File: src/rtl/psum_acc_pkg.sv
// Shared types and helpers for the partial-sum accumulator.
package psum_acc_pkg;

  typedef enum logic [1:0] {
    ST_IDLE  = 2'd0,
    ST_ACCUM = 2'd1,
    ST_HOLD  = 2'd2
  } acc_state_e;

  localparam int ERR_VAL_MISMATCH = 0;
  localparam int ERR_OVERRUN      = 1;
  localparam int ERR_SATURATE     = 2;
  localparam int ERR_BITS         = 3;

  // Signed saturation bound for a two's complement value of the given width.
  function automatic logic signed [63:0] sat_limit(input int unsigned width, input logic want_max);
    logic signed [63:0] one;
    one = 64'sd1;
    if (want_max) return (one <<< (width - 1)) - one;
    else          return -(one <<< (width - 1));
  endfunction

endpackage

File: src/rtl/psum_acc_lane.sv
// One kernel lane: sign-extends a psum, adds it to the lane accumulator with
// saturation, and holds the running sum.
module psum_acc_lane
  import psum_acc_pkg::*;
#(
  parameter int BIT_WIDTH = 8,
  parameter int ACC_WIDTH = 24
) (
  input  logic                 clk,
  input  logic                 rst,
  input  logic [BIT_WIDTH-1:0] psum,
  input  logic                 add_en,
  input  logic                 clr,
  output logic [ACC_WIDTH-1:0] acc,
  output logic [ACC_WIDTH-1:0] sum,
  output logic                 sat
);

  localparam logic [ACC_WIDTH-1:0] ACC_MAX = ACC_WIDTH'(sat_limit(ACC_WIDTH, 1'b1));
  localparam logic [ACC_WIDTH-1:0] ACC_MIN = ACC_WIDTH'(sat_limit(ACC_WIDTH, 1'b0));

  logic [ACC_WIDTH:0] wide;

  // One guard bit detects signed overflow; clamp toward the overflow direction.
  always_comb begin
    wide = {acc[ACC_WIDTH-1], acc}
         + {{(ACC_WIDTH + 1 - BIT_WIDTH){psum[BIT_WIDTH-1]}}, psum};
    sat  = wide[ACC_WIDTH] != wide[ACC_WIDTH-1];
    if (!sat)                sum = wide[ACC_WIDTH-1:0];
    else if (wide[ACC_WIDTH]) sum = ACC_MIN;
    else                     sum = ACC_MAX;
  end

  // Accumulator register; clear wins over add.
  always_ff @(posedge clk or negedge rst) begin
    if (!rst)        acc <= '0;
    else if (clr)    acc <= '0;
    else if (add_en) acc <= sum;
  end

endmodule

File: src/rtl/psum_accumulator.sv
// Accumulates NUM_KERNEL signed psum lanes over a configurable number of beats
// and presents finished sums through a valid/ready output register.
//
// state    | meaning
// ---------+------------------------------------------------------------
// ST_IDLE  | no group open, count 0; a full beat opens a group
// ST_ACCUM | group open, accumulating until the count reaches N
// ST_HOLD  | finished sum parked in the accumulators, output still full
module psum_accumulator
  import psum_acc_pkg::*;
#(
  parameter int BIT_WIDTH  = 8,
  parameter int NUM_KERNEL = 4,
  parameter int ACC_WIDTH  = 24,
  parameter int PASS_WIDTH = 8,
  parameter int REG_WIDTH  = 32
) (
  input  logic                            clk,
  input  logic                            rst,
  input  logic [BIT_WIDTH*NUM_KERNEL-1:0] i_psum,
  input  logic [NUM_KERNEL-1:0]           i_psum_val,
  input  logic [PASS_WIDTH-1:0]           cfg_num_pass,
  input  logic                            i_clear,
  output logic [ACC_WIDTH*NUM_KERNEL-1:0] o_acc,
  output logic                            o_acc_val,
  input  logic                            i_acc_rdy,
  output logic [PASS_WIDTH-1:0]           o_pass_cnt,
  output logic                            o_busy,
  output logic [REG_WIDTH-1:0]            err_status
);

  acc_state_e state, state_nxt;

  logic [PASS_WIDTH-1:0] pass_n, pass_n_nxt, cnt_nxt, n_cfg, n_now;
  logic                  beat_full, beat_part, accept, last, out_free, xfer;
  logic                  lane_add, lane_clr, load_sum, load_acc;
  logic [NUM_KERNEL-1:0] sat_vec;
  logic [ERR_BITS-1:0]   err_flags, err_set;

  logic [ACC_WIDTH*NUM_KERNEL-1:0] acc_all, sum_all;

  for (genvar k = 0; k < NUM_KERNEL; k++) begin : g_lane
    psum_acc_lane #(
      .BIT_WIDTH(BIT_WIDTH),
      .ACC_WIDTH(ACC_WIDTH)
    ) u_lane (
      .clk   (clk),
      .rst   (rst),
      .psum  (i_psum[BIT_WIDTH*k +: BIT_WIDTH]),
      .add_en(lane_add),
      .clr   (lane_clr),
      .acc   (acc_all[ACC_WIDTH*k +: ACC_WIDTH]),
      .sum   (sum_all[ACC_WIDTH*k +: ACC_WIDTH]),
      .sat   (sat_vec[k])
    );
  end

  // Beat qualification and last-beat detection; N is live from cfg only while idle.
  always_comb begin
    beat_full = &i_psum_val;
    beat_part = (|i_psum_val) && !beat_full;
    accept    = beat_full && (state != ST_HOLD);
    n_cfg     = (cfg_num_pass == '0) ? PASS_WIDTH'(1) : cfg_num_pass;
    n_now     = (state == ST_IDLE) ? n_cfg : pass_n;
    last      = accept && ((o_pass_cnt + PASS_WIDTH'(1)) == n_now);
    out_free  = !o_acc_val || i_acc_rdy;
    xfer      = o_acc_val && i_acc_rdy;
  end

  // Next-state and datapath control; i_clear overrides everything.
  always_comb begin
    state_nxt  = state;
    cnt_nxt    = o_pass_cnt;
    pass_n_nxt = pass_n;
    lane_add   = 1'b0;
    lane_clr   = 1'b0;
    load_sum   = 1'b0;
    load_acc   = 1'b0;
    case (state)
      ST_IDLE, ST_ACCUM: begin
        if (accept) begin
          if (state == ST_IDLE) pass_n_nxt = n_cfg;
          if (last && out_free) begin
            load_sum  = 1'b1;
            lane_clr  = 1'b1;
            cnt_nxt   = '0;
            state_nxt = ST_IDLE;
          end else begin
            lane_add  = 1'b1;
            cnt_nxt   = o_pass_cnt + PASS_WIDTH'(1);
            state_nxt = last ? ST_HOLD : ST_ACCUM;
          end
        end
      end
      ST_HOLD: begin
        if (xfer) begin
          load_acc  = 1'b1;
          lane_clr  = 1'b1;
          cnt_nxt   = '0;
          state_nxt = ST_IDLE;
        end
      end
      default: state_nxt = ST_IDLE;
    endcase
    if (i_clear) begin
      state_nxt  = ST_IDLE;
      cnt_nxt    = '0;
      pass_n_nxt = '0;
      lane_add   = 1'b0;
      lane_clr   = 1'b1;
      load_sum   = 1'b0;
      load_acc   = 1'b0;
    end
  end

  // Error sources for this cycle; overrun counts any activity while parked.
  always_comb begin
    err_set                   = '0;
    err_set[ERR_VAL_MISMATCH] = beat_part;
    err_set[ERR_OVERRUN]      = (state == ST_HOLD) && (|i_psum_val);
    err_set[ERR_SATURATE]     = accept && (|sat_vec);
  end

  // State, counters, output register and sticky error flags.
  always_ff @(posedge clk or negedge rst) begin
    if (!rst) begin
      state      <= ST_IDLE;
      o_pass_cnt <= '0;
      pass_n     <= '0;
      o_acc      <= '0;
      o_acc_val  <= 1'b0;
      err_flags  <= '0;
    end else begin
      state      <= state_nxt;
      o_pass_cnt <= cnt_nxt;
      pass_n     <= pass_n_nxt;
      if (i_clear) begin
        o_acc     <= '0;
        o_acc_val <= 1'b0;
      end else if (load_sum) begin
        o_acc     <= sum_all;
        o_acc_val <= 1'b1;
      end else if (load_acc) begin
        o_acc     <= acc_all;
        o_acc_val <= 1'b1;
      end else if (xfer) begin
        o_acc_val <= 1'b0;
      end
      err_flags <= i_clear ? '0 : (err_flags | err_set);
    end
  end

  assign o_busy     = (state != ST_IDLE) || o_acc_val;
  assign err_status = {{(REG_WIDTH - ERR_BITS){1'b0}}, err_flags};

endmodule
File: config.mk
export PLATFORM = sky130hd
export DESIGN_NAME = psum_accumulator
export DESIGN_NICKNAME = d
export VERILOG_FILES = /design/src/rtl/psum_acc_pkg.sv /design/src/rtl/psum_acc_lane.sv /design/src/rtl/psum_accumulator.sv
export SDC_FILE = /design/constraint.sdc
export NUM_CORES = 1
export LEC_CHECK = 0
export BUFFER_PORTS_ARGS = -buffer_cell sky130_fd_sc_hd__buf_2
export CORE_MARGIN = 4
export CORE_UTILIZATION = 40
export CTS_BUF_LIST = sky130_fd_sc_hd__clkbuf_8
export CTS_CLUSTER_SIZE = 8
export DETAILED_ROUTE_END_ITERATION = 8
export PLACE_DENSITY = 0.56
export SLEW_MARGIN = 20
export SYNTH_ARGS = -nofsm -noshare
export SYNTH_HDL_FRONTEND = slang
export SYNTH_SLANG_ARGS = --single-unit
File: constraint.sdc
create_clock -name clk -period 4.6 [get_ports clk]
set_input_delay 0.92 -clock clk [delete_from_list [all_inputs] [get_ports clk]]
set_output_delay 0.92 -clock clk [all_outputs]
set_load 0.005 [all_outputs]
Yosys cells after proc, flatten, opt, wreduce, memory -nomap -nowiden
Cells that the tools add are included.
W data, S select, Z words.
Word-level totals
  register bits after elaboration: 214
  input port bits: 48
  output and inout bits: 138
  word-level logic and storage cells: 106
Operators by class
  $add $sub $neg: 5
  equal/unequal tests: 10
  muxes and demuxes: 53
  bitwise operators: 1
  reductions and logical operators: 27
Operator list (number)
  $mux W24: 16
  $mux W96: 3
  $add A24 B8 Y25: 4
  $mux W8: 9
  $mux W1: 16
  $pmux W8 S2: 1
  $mux W2: 5
  $add A8 B1 Y8 const B: 1
  $eq A8 B8 Y1: 1
  $logic_not A8 Y1: 1
  $reduce_bool A2 Y1: 4
  $reduce_or A4 Y1: 2
  $logic_and A1 B1 Y1: 7
  $ne A3 B3 Y1 const B: 2
  $reduce_bool A3 Y1: 2
  $ne A1 B1 Y1: 4
  $pmux W2 S2: 1
  $reduce_and A2 Y1: 2
  $reduce_and A4 Y1: 1
  $reduce_bool A4 Y1: 1
  $mux W3: 1
  $or A3 B3 Y3: 1
  $reduce_and A3 Y1: 1
  $eq A2 B1 Y1 const B: 1
  other kinds (7): 9

Longest topological paths before layout
Gate-level depths: netlist of the first run.
  depth in word-level cells: 12
  gate-level depth with buffers: 13
  mapped depth without buffers: 11

Hierarchy
Synthesis of the first run repeated with hierarchy kept, for this count alone.
Second synthesis, totals
  cells, all modules: 1875
  area total of the unflattened synthesis: 16793.6 sq um
By module, submodules not included
  psum_accumulator: times used 1, cells an instance 539, area each 5855.6 sq um, sequential area each 2952.8 sq um
  psum_acc_lane at g_lane[0].u_lane ...: times used 2, cells an instance 336, area each 2783.9 sq um, sequential area each 600.6 sq um
  psum_acc_lane at g_lane[2].u_lane: times used 1, cells an instance 336, area each 2740.1 sq um, sequential area each 600.6 sq um
  psum_acc_lane at g_lane[3].u_lane: times used 1, cells an instance 328, area each 2630.0 sq um, sequential area each 600.6 sq um

Least setup slack after synthesis of the first run
OpenSTA, ideal clock, no wires.
  path type: input to register
  start: input i_psum[24]
  end: register o_acc[93]
  library setup time: 135 ps
  data arrival time: 3691 ps
  required time: 4465 ps
  slack: 774 ps
  cell stages on the path: 13
  path buffers: 2
  cell sequence: ha_1 -> fa_1 -> a211oi_1 -> o21ai_0 -> o21bai_1 -> a21oi_1 -> or2_2 -> a21o_1 -> or2_2 -> clkbuf_1 -> nand2_1 -> clkbuf_1 -> o211ai_1
On the way
  longest elaborated chain between the ends: 5
  elaborated cells between the ends (all ways): 6
  those cells by class: add/sub: 1; eq/ne: 1; mux: 4
Ends and longest elaborated chain
  start: declaration: line psum_accumulator.sv:20  | input logic [BIT_WIDTH*NUM_KERNEL-1:0] i_psum,
  $add A24 B8 Y25 (*): line psum_acc_lane.sv:27  | + {{(ACC_WIDTH + 1 - BIT_WIDTH){psum[BIT_WIDTH-1]}}, psum};
  $mux W24 / $ne A1 B1 Y1 (equally long branches): line psum_acc_lane.sv:30, psum_acc_lane.sv:28
  $mux W24 (*): line psum_acc_lane.sv:29  | if (!sat) sum = wide[ACC_WIDTH-1:0];
  $mux W96 (*): line psum_accumulator.sv:140  | end else if (load_sum) begin
  $mux W96 (*): line psum_accumulator.sv:137  | if (i_clear) begin
  end signal: assignment: line psum_accumulator.sv:141  | o_acc <= sum_all;
  end signal: assignment: line psum_accumulator.sv:144  | o_acc <= acc_all;
  end: declaration: line psum_accumulator.sv:24  | output logic [ACC_WIDTH*NUM_KERNEL-1:0] o_acc,
Mark *: on every way between the ends. The rest lies on a longest branch, timed or not.
A chain may end at the register's enable or synchronous reset.

Worst setup path in the final report of the first run
  start: input i_psum[8]
  end: register g_lane[1].u_lane.acc[19]
On the way
  longest elaborated chain between the ends: 5
  elaborated cells between the ends (all ways): 6
  those cells by class: add/sub: 1; eq/ne: 1; mux: 4
Ends and longest elaborated chain
  $add A24 B8 Y25 (*): line psum_acc_lane.sv:27
  $mux W24 / $ne A1 B1 Y1 (equally long branches): line psum_acc_lane.sv:30, psum_acc_lane.sv:28
  $mux W24 (*): line psum_acc_lane.sv:29
  $mux W24 (*): line psum_acc_lane.sv:38  | else if (add_en) acc <= sum;
  $mux W24 (*): line psum_acc_lane.sv:37  | else if (clr) acc <= '0;
  end signal: assignment: line psum_acc_lane.sv:38
  end: declaration: line psum_acc_lane.sv:14  | output logic [ACC_WIDTH-1:0] acc,
Mark *: on every way between the ends. The rest lies on a longest branch, timed or not. The select of a mux whose other input is x is not followed.

==> impl_metrics.yaml, run 1 <==
timing:
  period_minus_slack_ns: 3.76
  maxSlewHeadroom_pct: 39.8
  fin_crit_sh_pct: 81.7
  finalSetupTns_ns: 0
  hold_viol: 0
  tightestPinTransition_ns: 0.903
  rsz0062_at_grt: "false"
  fmax_mhz: 266
  setup_ws_ns: 0.843
  hold_slack_ns: 0.361
  finClkSkew_ns: 0.0245
  finalSetupViolations: 0
  maxSlewViolCount: 0
worst_setup_path:
  crit_buf_inv: 1
  cp_top_family: "compound AO/OA/AOI/OAI gates"
  reg2reg_to: "g_lane[1].u_lane.acc[19]"
  rr_startpoint: "g_lane[1].u_lane.acc[0]"
  reg2reg_setup_slack_ns: 0.90
  r2r_cells: 11
  crit_slowest_cell: "mux2_2"
  path_cells: "buf_2 > ha_1 > fa_1 > a211oi_1 > nor2_1 > o2bb2ai_1 > o211ai_1 > a41oi_1 > and3b_1 > mux2_2 > nand2b_1 > a32o_1"
  cpPeakStageDelay_ns: 0.49
  crit_required_ns: 5.07
  arrival_ns: 4.23
  cp.depth: 12
  crit_path_start_kind: "primary input"
  worstSetupPathType: "in -> reg"
  crit_path_end_kind: "flip-flop"
  cp-startpoint: "i_psum[8]"
  cp_max_fo: 24
  cp-endpoint: "g_lane[1].u_lane.acc[19]"
run_status:
  status: "finished clean"
cells_and_area:
  layout-drive-gt1-share_pct: 15.4
  finalNonFillerCells: 2263
  n_antenna_cell: 0
  final_nets: 1928
  synthToLayoutAreaGrowth_pct: 15.1
logic_synthesis:
  yosysTopAreaCellShare_pct: 37.8
  synth-async-reset-ratio_pct: 100
  synth-seq-cells: 214
  syn_avg_cell_area_um2: 8.69
  yosysSeqAreaShare_pct: 37.8
  yosysWarningCount: 0
  ys.flop_type: "dfrtp_1"
  synth_edf_count: 0
  synthDistinctLibCells: 75
  yosys.area.top_type: "dfrtp_1"
  synth_area_leaders: "dfrtp_1, ha_1, o21ai_0, nand2_1, a22oi_1"
  synth_area_um2: 14200
  syn_inst: 1631
place:
  place.gp.congestion: 0.885
  place_ws_ns: 0.258
  place_inst: 2189
  hpwl_mm: 28.1
  port_buffers: 156
clocking:
  root_buffer: "clkbuf_8"
  post_cts_resized: 0
  cts.sinks: 214
  cts_max_level: 2
  hold_buffers: 0
  clk_pin_slew_ns: 0.06
  postCtsSetupBuffers: 0
  clock_latency_ns: 0.59
  cts_buffers: 43
  cts_buffer_depth: 3
  cts_tree: "done"
power_and_ir_drop:
  peakVddDrop_mv: 0.304
  total_power_mw: 4.62
  power_density_nw_per_um2: 283
  p_leak_nw: 8.07
floorplan:
  start_util_pct: 40.8
  top_level_ports: 186
  die_height_um: 196
  core.rowCount: 68
  die_area_um2: 38500
  coreArea_um2: 34700
  die_w_um: 196
grt:
  antenna_found_initial: 0
  grt_pass1_vias: 12332
  track_usage_pct: 20.6
  grt_start_max_net_pins: 111
  grt_pass1_wl_mm: 66.0
  grt.overflow.total: 0
hold_path:
  hold_path_class: "in -> async"
routing:
  wl_per_cell_um: 17.7
  avgViaCountPerCell: 5.52
  drt_wl_total_mm: 40.1
  ant_nets: 0
  vias: 12487
  dr.pass1.iters: 5
  drc: 0
  drtIter0Drc: 662
run:
  cap_violations: 0
synthesized netlist by cell type, types with 7 or more instances:
cell,n
a211oi_1,16
o21ai_1,94
nand4_1,11
nand2b_1,11
ha_1,97
and2_1,7
nor2b_1,11
inv_1,28
o21ai_0,131
or2_2,8
nor3_1,17
a21oi_1,115
buf_2,17
o211ai_1,11
nand3_1,40
xnor2_1,57
buf_4,29
a31oi_1,15
nor2_1,143
a22oi_1,84
o21a_1,14
clkbuf_1,66
dfrtp_1,214
nand2_1,173
a22o_1,17
mux2i_1,14
a21o_1,43
o21bai_1,14
xor2_1,31
sequential cells by signal, summed over array words and instances, names as in the netlist:
register and flops:
err_flags 3, g_lane.u_lane.acc 96, o_acc 96, o_acc_val 1
o_pass_cnt 8, pass_n 8, state 2
cell type report:
| cell class | count | area, µm² |
|---|---|---|
| Fill cell | 3431 | 18400 |
| Multi-Input combinational cell | 1304 | 8290 |
| Sequential cell | 214 | 5360 |
| Timing Repair Buffer | 188 | 1110 |
| Clock buffer | 55 | 757 |
| Tap cell | 455 | 569 |
| Clock inverter | 19 | 138 |
| Inverter | 28 | 105 |
worst reg2reg max path, cell delays in order (launching register included):
cell and delay (ns):
dfrtp_1 0.40, ha_1 0.23, fa_1 0.43, a211oi_1 0.23
nor2_1 0.11, o2bb2ai_1 0.37, o211ai_1 0.25, a41oi_1 0.32
and3b_1 0.26, mux2_2 0.49, nand2b_1 0.25, a32o_1 0.25
worst min-delay path by stage:
stage / to / startpoint / slack, ns
after detailed placement: o_acc[95] / o_acc[95] / 0.47
final: g_lane[3].u_lane.acc[16] / rst / 0.36
after global placement: o_acc[95] / o_acc[95] / 0.46
after global routing: g_lane[3].u_lane.acc[16] / rst / 0.44
after floorplan: o_acc[71] / o_acc[71] / 0.47
after CTS: g_lane[3].u_lane.acc[16] / rst / 0.38
layer usage:
layer	vias up	share of wire, %	global-route usage [%]
met2	258	46	33.6
li1	6214	-	-
met1	5958	47	28.3
met3	57	4.4	3.13
met4	0	2.4	6.39
met5	-	0	0
report_power, final:
group          internal, mW  switching, mW  total, mW  leakage, nW
registers              1.91         0.0234       1.93         2.98
clock network          1.18          0.881       2.06        0.497
logic                 0.224          0.408      0.632         4.60
total                  3.31           1.31       4.62         8.07
placed cells by master (no fill, tap or decap), types with 7 or more instances in the layout:
master and count:
o21ai_0 131, a21o_1 43, and2_1 7, dfrtp_1 214, nand2b_1 11, xor2_1 31
or2_2 8, a31oi_1 15, a22o_1 17, clkbuf_8 55, nand4_1 11, inv_1 38
ha_1 97, nor2b_1 10, conb_1 29, xnor2_1 57, nand3_1 40, buf_2 155
mux2i_1 12, nor2_1 142, a22oi_1 84, a21oi_1 115, o21ai_1 94, a211oi_1 16
o21bai_1 14, nand2_1 173, o21a_1 13, buf_4 26, nor3_1 17, o211ai_1 11
through the flow:
stage | cell area (µm²) | util, %
detailed placement | 15400 | 44.4
CTS | 16300 | 47.0
finish | 16300 | 47.0
floorplan | 14300 | -
global placement | 15400 | 44.4
global route | 16300 | 47.0
logic make-up after synthesis:
family                     share of synthesized area (%)
xor gates and xnor gates                            5.60
and+or+nand+nor                                     14.2
DFF                                                 37.8
other                                             0.0265
buffers and inverters                               4.70
adders and majority gates                           9.27
muxes                                               1.15
AOI/OAI and AO/OA                                   27.3
(Power assumes the default switching activity.)
==> run 2, diff against run 1 <==
PLACE_DENSITY = 0.58   (was 0.56)
clock period = 3.2 ns   (was 4.6 ns; I/O delays follow)
==> impl_metrics.yaml, run 2 (synthesis gave the netlist of run 1 again) <==
worst_setup_path:
  cp_top_family: "compound AO/OA/AOI/OAI gates"
  worstSetupPathType: "reg -> reg"
  path_cells: "o21a_1 > or4_1 > or3_1 > a2111o_1 > o31a_2 > buf_12 > buf_12 > a22oi_1 > o21ai_0"
  crit_slowest_cell: "dfrtp_1"
  arrival_ns: 3.47
  crit_path_start_kind: "flip-flop"
  crit_buf_inv: 2
  crit_path_end_kind: "flip-flop"
  cp_max_fo: 25
  cpPeakStageDelay_ns: 0.45
  cpMostUsedCell: "buf_12"
  crit_required_ns: 3.64
floorplan:
  die_w_um: 196
  coreArea_um2: 34700
  start_util_pct: 40.8
  die_area_um2: 38500
  top_level_ports: 186
  die_height_um: 196
  core.rowCount: 68
run_status:
  status: "finished clean"
cells_and_area:
  finalNonFillerCells: 2509
  final_nets: 2179
  final_common_cell: "buf_4"
  layout_common_cells: "buf_4, dfrtp_1, nand2_1"
  layout-drive-gt1-share_pct: 26.7
  top_regs: "g_lane.u_lane.acc: 96 flops, o_acc: 96 flops"
  synthToLayoutAreaGrowth_pct: 29.8
  fillerInstances: 3319
  n_antenna_cell: 0
  utilization_pct: 53.0
power_and_ir_drop:
  switchingPower_mw: 1.89
  sw_frac_of_total_pct: 28.7
  peakVddDrop_mv: 0.278
  intPower_mw: 4.68
  p_leak_nw: 9.37
  p_seq_share_pct: 42.3
  power_density_nw_per_um2: 357
  combPwrFrac_pct: 17.7
  p_clk_share_pct: 40.0
timing:
  hold_viol: 0
  maxSlewHeadroom_pct: 47.0
  finalSetupTns_ns: 0
  finClkSkew_ns: 0.0254
  period_minus_slack_ns: 3.03
  hold_slack_ns: 0.0502
  tightestPinTransition_ns: 0.789
  setup_ws_ns: 0.170
  fmax_mhz: 330
  fin_crit_sh_pct: 94.7
  maxSlewViolCount: 0
  finalSetupViolations: 0
routing:
  drt_wl_total_mm: 42.6
  vias: 13450
  drtIter0Drc: 578
  drc: 0
  avgViaCountPerCell: 5.36
  dr.pass1.iters: 5
  wl_per_cell_um: 17.0
  ant_nets: 0
place:
  place.gp.congestion: 0.915
  hpwl_mm: 32.0
  place_inst: 2439
  port_buffers: 156
  place_ws_ns: -0.394
run:
  cap_violations: 0
clocking:
  cts_tree: "done"
  cts_buffers: 41
  clk_pin_slew_ns: 0.07
  root_buffer: "clkbuf_8"
  clock_latency_ns: 0.59
  hold_buffers: 0
  cts.sinks: 214
  cts_buffer_depth: 3
  cts_max_level: 2
grt:
  antenna_found_initial: 0
  grt_pass1_vias: 13584
  track_usage_pct: 21.8
  grt.overflow.total: 0
  grt_start_max_net_pins: 83
  grt_pass1_wl_mm: 69.9
hold_path:
  hold_path_class: "in -> async"
[run 2: repair_timing]
item / 4_1_cts / 5_1_grt
buffers inserted: 0 / 3
hold endpoints to repair: 0 / 0
endpoints found under the setup margin: 0 / 145
gates resized for setup: 0 / 25
[run 2: stage by stage]
step	total power, mW	area [µm²]
final	6.56	18400
after global routing	6.92	18400
after CTS	6.67	18300
after detailed placement	3.97	17500
after global placement	3.96	17500
after floorplan	3.47	14400
[run 2: worst register-to-register path: stages (launching register included)]
cell and delay (ns):
dfrtp_1 0.45, o21a_1 0.23, or4_1 0.41, or3_1 0.37, a2111o_1 0.45, o31a_2 0.35
buf_12 0.18, buf_12 0.17, a22oi_1 0.17, o21ai_0 0.11
[run 2: layer usage]
layer	up-vias	global-route usage [%]	share of wire, %
met5	-	0	0
met4	0	7.78	2.9
met3	65	4.16	5.2
met2	314	34.9	46
met1	6364	29.7	46
li1	6707	-	-
[run 2: final timing paths]
path	cells past startpoint	from	slack [ns]	to
min	1	rst	0.05	g_lane[3].u_lane.acc[19]
min in group clk	3	cfg_num_pass[5]	0.32	pass_n[5]
max reg2reg	9	state[1]	0.17	o_acc[17]
max	9	state[1]	0.17	o_acc[17]
min reg2reg	1	o_acc[95]	0.48	o_acc[95]
max in group asynchronous	2	rst	2.27	o_acc[56]
[run 2: cell type report]
| type | count | area, µm² | area share (%) |
|---|---|---|---|
| flip-flops and latches | 214 | 5360 | 29.1 |
| multi-input cells | 1304 | 8410 | 45.7 |
| well taps | 455 | 569 | 3.09 |
| clock buffers | 48 | 661 | 3.59 |
| inverters | 28 | 105 | 0.571 |
| repair buffers | 441 | 3190 | 17.4 |
| clock inverters | 19 | 106 | 0.578 |
[run 2: power by group through the flow]
stage / combinational [mW] / sequential, mW / clock (mW)
2_1_floorplan: 0.654 / 2.81 / 0
3_3_place_gp: 1.13 / 2.82 / 0
3_5_place_dp: 1.15 / 2.82 / 0
4_1_cts: 1.15 / 2.78 / 2.73
5_1_grt: 1.29 / 2.78 / 2.85
6_report: 1.16 / 2.78 / 2.63
